## src/rtl/bram_row_packer.sv

```systemverilog
// Packs a frame of 8-bit pixels little-endian into 64-bit words and streams
// them sequentially into BRAM port A; the last partial word is zero-padded.

module bram_pack_lane (
  input  logic       clk,
  input  logic       reset,
  input  logic       sel,
  input  logic       clr,
  input  logic [7:0] din,
  output logic [7:0] merged
);
  logic [7:0] q;

  // A committing byte bypasses the register so the word is complete on the same edge.
  assign merged = sel ? din : q;

  always_ff @(posedge clk) begin
    if (reset || clr) q <= '0;
    else if (sel)     q <= din;
  end
endmodule

module bram_row_packer #(
  parameter int FRAME_BYTES = 200,
  parameter int ADDR_W      = 8,
  parameter int BASE_ADDR   = 0
) (
  input  logic              clk,
  input  logic              reset,
  input  logic              start,
  input  logic [7:0]        in_data,
  input  logic              in_valid,
  output logic              in_ready,
  output logic              ena,
  output logic              wea,
  output logic [ADDR_W-1:0] addra,
  output logic [63:0]       dina,
  output logic              busy,
  output logic              done
);
  localparam int NUM_LANES = 8;
  localparam int CNT_RAW   = $clog2(FRAME_BYTES);
  localparam int CNT_W     = (CNT_RAW < 3) ? 3 : CNT_RAW;

  typedef enum logic [1:0] {IDLE, PACK, LAST} state_t;

  state_t                          state_q, state_d;
  logic [CNT_W-1:0]                cnt_q;
  logic [2:0]                      lane;
  logic                            fire, last_byte, commit;
  logic [NUM_LANES-1:0][7:0]       merged;
  logic [ADDR_W-1:0]               word_addr;

  assign lane      = cnt_q[2:0];
  assign fire      = (state_q == PACK) && in_valid;
  assign last_byte = (cnt_q == CNT_W'(FRAME_BYTES - 1));
  assign commit    = fire && ((lane == 3'd7) || last_byte);
  assign word_addr = ADDR_W'(BASE_ADDR) + ADDR_W'(cnt_q >> 3);
  assign wea       = ena;

  for (genvar l = 0; l < NUM_LANES; l++) begin : g_lane
    bram_pack_lane u_lane (
      .clk    (clk),
      .reset  (reset),
      .sel    (fire && (lane == 3'(l))),
      .clr    (commit),
      .din    (in_data),
      .merged (merged[l])
    );
  end

  always_comb begin
    state_d  = state_q;
    in_ready = 1'b0;
    busy     = 1'b1;
    case (state_q)
      IDLE: begin
        busy = 1'b0;
        if (start) state_d = PACK;
      end
      PACK: begin
        in_ready = 1'b1;
        if (fire && last_byte) state_d = LAST;
      end
      LAST:    state_d = IDLE;
      default: state_d = IDLE;
    endcase
  end

  always_ff @(posedge clk) begin
    if (reset) begin
      state_q <= IDLE;
      cnt_q   <= '0;
      ena     <= 1'b0;
      done    <= 1'b0;
      addra   <= ADDR_W'(BASE_ADDR);
      dina    <= '0;
    end else begin
      state_q <= state_d;
      ena     <= commit;
      done    <= fire && last_byte;
      if (commit) begin
        addra <= word_addr;
        dina  <= merged;
      end
      if (state_q != PACK)  cnt_q <= '0;
      else if (fire)        cnt_q <= last_byte ? '0 : cnt_q + 1'b1;
    end
  end
endmodule

```

## config.mk

```make
export PLATFORM = sky130hd
export DESIGN_NAME = bram_row_packer
export DESIGN_NICKNAME = d
export VERILOG_FILES = /design/src/rtl/bram_row_packer.sv
export SDC_FILE = /design/constraint.sdc
export NUM_CORES = 1
export LEC_CHECK = 0
export CORE_MARGIN = 4
export CORE_UTILIZATION = 46
export CTS_CLUSTER_SIZE = 8
export DETAILED_ROUTE_END_ITERATION = 8
export PLACE_DENSITY_LB_ADDON = 0.05
export SLEW_MARGIN = 20
export SYNTH_ARGS = -nofsm -noshare
export SYNTH_HDL_FRONTEND = slang
export SYNTH_SLANG_ARGS = --single-unit
export TNS_END_PERCENT = 30
```

## constraint.sdc

```tcl
create_clock -name clk -period 2 [get_ports clk]
set_clock_uncertainty 0.1 [all_clocks]
set_input_delay 0.5 -clock clk [delete_from_list [all_inputs] [get_ports clk]]
set_output_delay 0.5 -clock clk [all_outputs]
set_load 0.1 [all_outputs]
```

==> results of run 1 <==
-- critical path, cell delays in order (launching register included) --
cell and delay [ns]:
dfxtp_2 0.37, or2_4 0.28, buf_12 0.17
-- layout make-up --
class,count,area share (%)
tap,140,2.286
inverter,4,0.1960
sequential,145,37.96
clock inverter,14,2.352
multi-input combinational,259,25.85
clock buffer,18,5.455
timing repair buffer,122,25.90
-- flip-flops by register name, summed over array words and instances (netlist names) --
register and cells:
state_q 2, g_lane.u_lane.q 64, cnt_q 8, dina 64, ena 1, done 1, addra 5
-- repair_timing --
action,CTS,global route
buffers inserted,1,1
endpoints found under the hold margin,0,0
endpoints found under the setup margin,2,2
gates resized for setup,5,2
-- metrics by stage --
stage	power, µW	area (µm²)
after global routing	6627	7661
after global placement	3280	7030
after floorplan	3172	5116
after detailed placement	3285	7030
final	6407	7661
after CTS	6466	7649
-- kinds of logic (layout without fill, tap and decap cells) --
| family | Yosys count | after routing |
|---|---|---|
| AOI/OAI and AO/OA | 73 | 73 |
| xor gates and xnor gates | 6 | 6 |
| adders and majority gates | 6 | 6 |
| buffers and inverters | 44 | 158 |
| DFF | 145 | 145 |
| muxes | 64 | 64 |
| other | 1 | 3 |
| and+or+nand+nor | 107 | 107 |
-- layer usage --
layer	up-vias	part of all wire, %	global-route usage [%]
met5	-	0	0
met4	0	1.2	6.010
met3	14	3.6	5.782
met2	85	49	32.94
met1	1754	46	26.23
li1	1765	-	-
-- cell usage after synthesis (2+ instances only) --
master,number
o2bb2ai_2,10
xor2_1,2
o21ai_0,2
nand3b_1,3
buf_4,6
dfxtp_1,145
a22o_1,5
xnor2_1,4
nor2_1,75
nand2_1,3
nor3_1,2
buf_1,8
ha_1,6
inv_1,4
nand3_1,6
buf_2,22
or3_1,3
nand2b_1,2
buf_6,4
mux2i_1,64
o2bb2ai_1,54
nor2_2,3
-- path summary, 6_finish.rpt --
path	startpoint	endpoint	slack [ns]	cells after the start
worst min register to register	g_lane[4].u_lane.q[5]	g_lane[4].u_lane.q[5]	0.39	2
worst min-delay path	g_lane[4].u_lane.q[5]	g_lane[4].u_lane.q[5]	0.39	2
worst max register to register	cnt_q[1]	dina[54]	0.11	6
worst max-delay path	state_q[1]	busy	0.08	2
-- power groups by stage --
stage / combinational (µW) / sequential, µW / clock [µW]
6_report: 319 / 2910 / 3170
5_1_grt: 340 / 2910 / 3370
2_1_floorplan: 196 / 2980 / 0
3_5_place_dp: 306 / 2980 / 0
3_3_place_gp: 302 / 2980 / 0
4_1_cts: 315 / 2920 / 3240
==> flow_summary.yaml, run 1 <==
outcome:
  outcome: "finished clean"
flow_run:
  cap_viol_max_count: 0
clock_tree:
  cts.sinks: 145
  root_buffer: "clkbuf_8"
  holdBufCountCts: 0
  cts_made_buffers: 17
  h-tree-depth: 4
  path_clk_slew_ns: 0.06
  clockBufferDepth: 2
  clock_latency_ns: 0.51
  cts_tree: "built"
routing:
  wl_per_cell_um: 17.15
  vias_per_cell: 5.154
  ant_nets: 0
  wl_um: 12040
  drc: 0
  drtIter0Drc: 197
  vias: 3618
  first_pass_iters: 4
sta:
  setup_slack_ns: 0.07652
  rsz0062_at_grt: "false"
  layout_min_cycle_time_ns: 1.923
  fmax_mhz: 519.9
  hold_ws_ns: 0.3892
  hold_viol_final: 0
  slew_viol_final: 0
  finalSetupTns_ns: 0
  report.final.setup_viol: 0
  period_share_pct: 96.17
synthesis:
  synth-edff-count: 0
  synth_top_area_cell: "dfxtp_1"
  synthDominantCellAreaShare_pct: 56.82
  synth-simple-area-share_pct: 9.699
  yosysSeqAreaShare_pct: 56.82
  muxShareOfSynthArea_pct: 12.54
  yosys.cell_types.count: 35
  syn-cell-area_um2: 5109
  ys_ff_latch: 145
  synth_fa_ha_area_share_pct: 1.470
  yosys_warnings: 0
  synth-main-ff-cell: "dfxtp_1"
  synth_xor_area_share_pct: 1.029
  synth_top_family_by_area: "compound AO/OA/AOI/OAI gates"
  syn_inst: 446
  async_flop_share_pct: 0
  syn_area_per_cell_um2: 11.45
  synth_area_leaders: "dfxtp_1 57%, mux2i_1 13%, o2bb2ai_1 9.3%"
  synth_compound_area_share_pct: 13.57
placement:
  dp_slack_ns: -0.3838
  portBuffers: 85
  post-dp-hpwl_um: 8000
  post-place-cells: 668
  place_congestion: 0.7749
global_routing:
  grt_remaining_overflow: 0
  grtUsageTotal_pct: 20.21
  grt_max_degree: 38
  grt_pass1_wl_um: 20270
  antenna_found_initial: 0
  grt_pass1_vias: 3821
power_and_ir_drop:
  sw_frac_of_total_pct: 22.86
  power_frac_clock_pct: 49.5
  p_seq_share_pct: 45.5
  net-switching-power_uw: 1465
  power_density_nw_per_um2: 836.3
  leakage_uw: 0.003115
  irDropWorstVdd_v: 0.0006117
  power.internal_uw: 4943
  pwr-share-comb_pct: 5.0
layout:
  finalNetCount: 567
  layout.cells.non_filler: 702
  layout_commonest_cell: "dfxtp_1"
  drive_gt1_share_pct: 29.18
  final-seq-area_um2: 2908
  multiInputGateArea_um2: 1981
  area_growth_pct: 49.96
  antenna_cells: 0
  n_fill_cell: 795
  utilization_pct: 70.67
  mostFrequentLayoutCells: "143 x dfxtp_1, 83 x buf_12, 75 x nor2_1, 64 x mux2i_1, 54 x o2bb2ai_1"
floorplan:
  ios: 89
  start_util_pct: 47.13
  rows: 38
  dieHeight_um: 113.4
  core_um2: 10840
  die-area_um2: 12860
  die_w_um: 113.4
worst_setup_path:
  startpoint_type: "flip-flop"
  endpoint_kind: "output pin"
  crit_required_ns: 1.40
  crit_type: "reg2out"
  worstPathArrival_ns: 1.32
  critPathMaxFanout: 8
min_path:
  hold_path_class: "reg2reg"
Note: power is estimated with default switching activity, not from simulation.
==> run 2: changes to the inputs <==
- clock period: 2 -> 1.7 ns (I/O delays scaled with it)
==> run 2 against run 1 <==
  * The run now ends with setup timing left
  * Final cell count increased by 4.6%
  * Critical endpoint is now g_lane[2].u_lane.q[7]
  * Critical path depth increased by 5
  * Die area unchanged
  * Largest cell class unchanged
  * Non-clock buffer count increased by 31
  * Setup slack got worse by 0.37 ns
  * First-iteration DRC count increased by 7.6%
  * Wire length increased by 41%
  * Register-to-register slack got worse by 0.40 ns
  * Global-route usage increased by 4.8 points
  * Power increased by 24%
  * Utilization increased by 12 points
  * Combinational power increased by 77%
==> flow_summary.yaml, run 2 (synthesis results as in run 1) <==
outcome:
  outcome: "complete, but fails checks"
  failed_checks: "setup timing"
layout:
  multiInputGateArea_um2: 2693
  finalNetCount: 599
  antenna_cells: 0
  area_growth_pct: 75.58
  layout.cells.non_filler: 734
  final-seq-area_um2: 2932
  mostFrequentLayoutCells: "124 x dfxtp_1, 86 x buf_12, 60 x nor2_1, 40 x mux2i_1, 32 x o2bb2ai_2"
  n_fill_cell: 530
  drive_gt1_share_pct: 49.33
  top_regs: "dina x64, g_lane.u_lane.q x64, cnt_q x8"
  layout_commonest_cell: "dfxtp_1"
floorplan:
  die_w_um: 113.4
  core_um2: 10840
  rows: 38
  die-area_um2: 12860
  dieHeight_um: 113.4
  ios: 89
  start_util_pct: 47.13
min_path:
  hold_path_class: "in2reg"
clock_tree:
  root_buffer: "clkbuf_8"
  holdBufCountCts: 0
  cts_tree: "built"
  cts.sinks: 145
  path_clk_slew_ns: 0.07
  h-tree-depth: 4
  clock_latency_ns: 0.54
  clockBufferDepth: 2
  cts_made_buffers: 17
sta:
  relSlewSlack_pct: 58.94
  period_share_pct: 117.1
  rsz0062_at_grt: "true"
  worst_pin_slew_ns: 0.6139
  hold_viol_final: 0
  setup_slack_ns: -0.2903
  report.final.setup_viol: 144
  slew_viol_final: 0
  fmax_mhz: 502.4
  layout_min_cycle_time_ns: 1.990
  finalSetupTns_ns: -18.24
placement:
  place_congestion: 0.7933
  portBuffers: 85
  post-place-cells: 675
  post-dp-hpwl_um: 7915
flow_run:
  cap_viol_max_count: 0
global_routing:
  grt_pass1_wl_um: 24470
  grt_pass1_vias: 4305
  antenna_found_initial: 0
  grt_remaining_overflow: 0
  grtUsageTotal_pct: 25.00
  grt_max_degree: 19
routing:
  ant_nets: 0
  vias: 4136
  drtIter0Drc: 212
  vias_per_cell: 5.635
  drc: 0
  first_pass_iters: 4
  wl_per_cell_um: 23.15
  wl_um: 16990
power_and_ir_drop:
  net-switching-power_uw: 2003
  pwr-share-comb_pct: 7.1
  sw_frac_of_total_pct: 25.22
  power_frac_clock_pct: 49.7
  irDropWorstVdd_v: 0.0006482
  power.internal_uw: 5938
  p_seq_share_pct: 43.2
  leakage_uw: 0.003471
  power_density_nw_per_um2: 885.2
worst_setup_path:
  r2r_slack_ns: -0.29
  worstPathArrival_ns: 2.29
  crit_required_ns: 2.00
  startpoint_type: "flip-flop"
  crit_type: "reg2reg"
  critPathMaxFanout: 8
  endpoint_kind: "flip-flop"
## run 2: changes by cell type in the layout (fill, tap and decap cells not counted), sizes merged
cell and change:
a21o +1, buf +29, bufbuf +1, clkinv +1
clkinvlp -1, inv +1
## run 2: power groups by stage
stage               sequential (µW)  combinational [µW]  clock [µW]
finish                         3430                 566        3940
global route                   3430                 585        4100
CTS                            3430                 505        3880
detailed placement             3510                 370           0
global placement               3500                 366           0
floorplan                      3500                 243           0
## run 2: worst max-delay path: stages (launching register included)
cell and delay, ns:
dfxtp_2 0.35, inv_2 0.07, ha_1 0.16, nand3_1 0.13, or3_4 0.36, buf_6 0.17, mux2i_1 0.38, nor2_1 0.11
## run 2: stage by stage
stage                     area (µm²)  utilization [%]  power, µW  setup WS [ns]  hold slack [ns]
after global placement          7096            65.45       3870        -0.5049           0.3679
final                           8970            82.74       7940        -0.2903           0.3008
after global routing            8970            82.74       8112        -0.3263           0.3626
after CTS                       8532            78.71       7811        -0.2291           0.3920
after detailed placement        7096            65.45       3875        -0.5946           0.3775
after floorplan                 5157                -       3746      -0.008789           0.3558
## run 2: routing by layer
layer  track usage (%)  vias up  part of all wire (%)
met5                 0        -                     0
met2             41.47      171                    51
met4             10.66        0                   2.2
li1                  -     1848                     -
met1             32.34     2080                    40
met3             4.244       37                   6.6
## run 2: final cells by class
type                       instances  area share, %
inverter                           4         0.1674
clock inverter                    15          2.274
multi-input combinational        260          30.02
sequential                       145          32.68
timing repair buffer             153          28.29
tap                              140          1.953
clock buffer                      17          4.617
## run 2: path summary, 6_finish.rpt
kind	from	to	cells after the start
hold reg to reg	g_lane[7].u_lane.q[0]	g_lane[7].u_lane.q[0]	2
setup reg to reg	cnt_q[0]	g_lane[2].u_lane.q[7]	7
hold / removal	in_valid	cnt_q[2]	3
setup / recovery	cnt_q[0]	g_lane[2].u_lane.q[7]	7
## run 2: timing repair
item / in CTS / in global routing
resized for setup: 64 / 105
gates cloned: 16 / 1
buffers inserted: 15 / 0
pin swaps: 4 / 22
endpoints found under the setup margin: 107 / 158
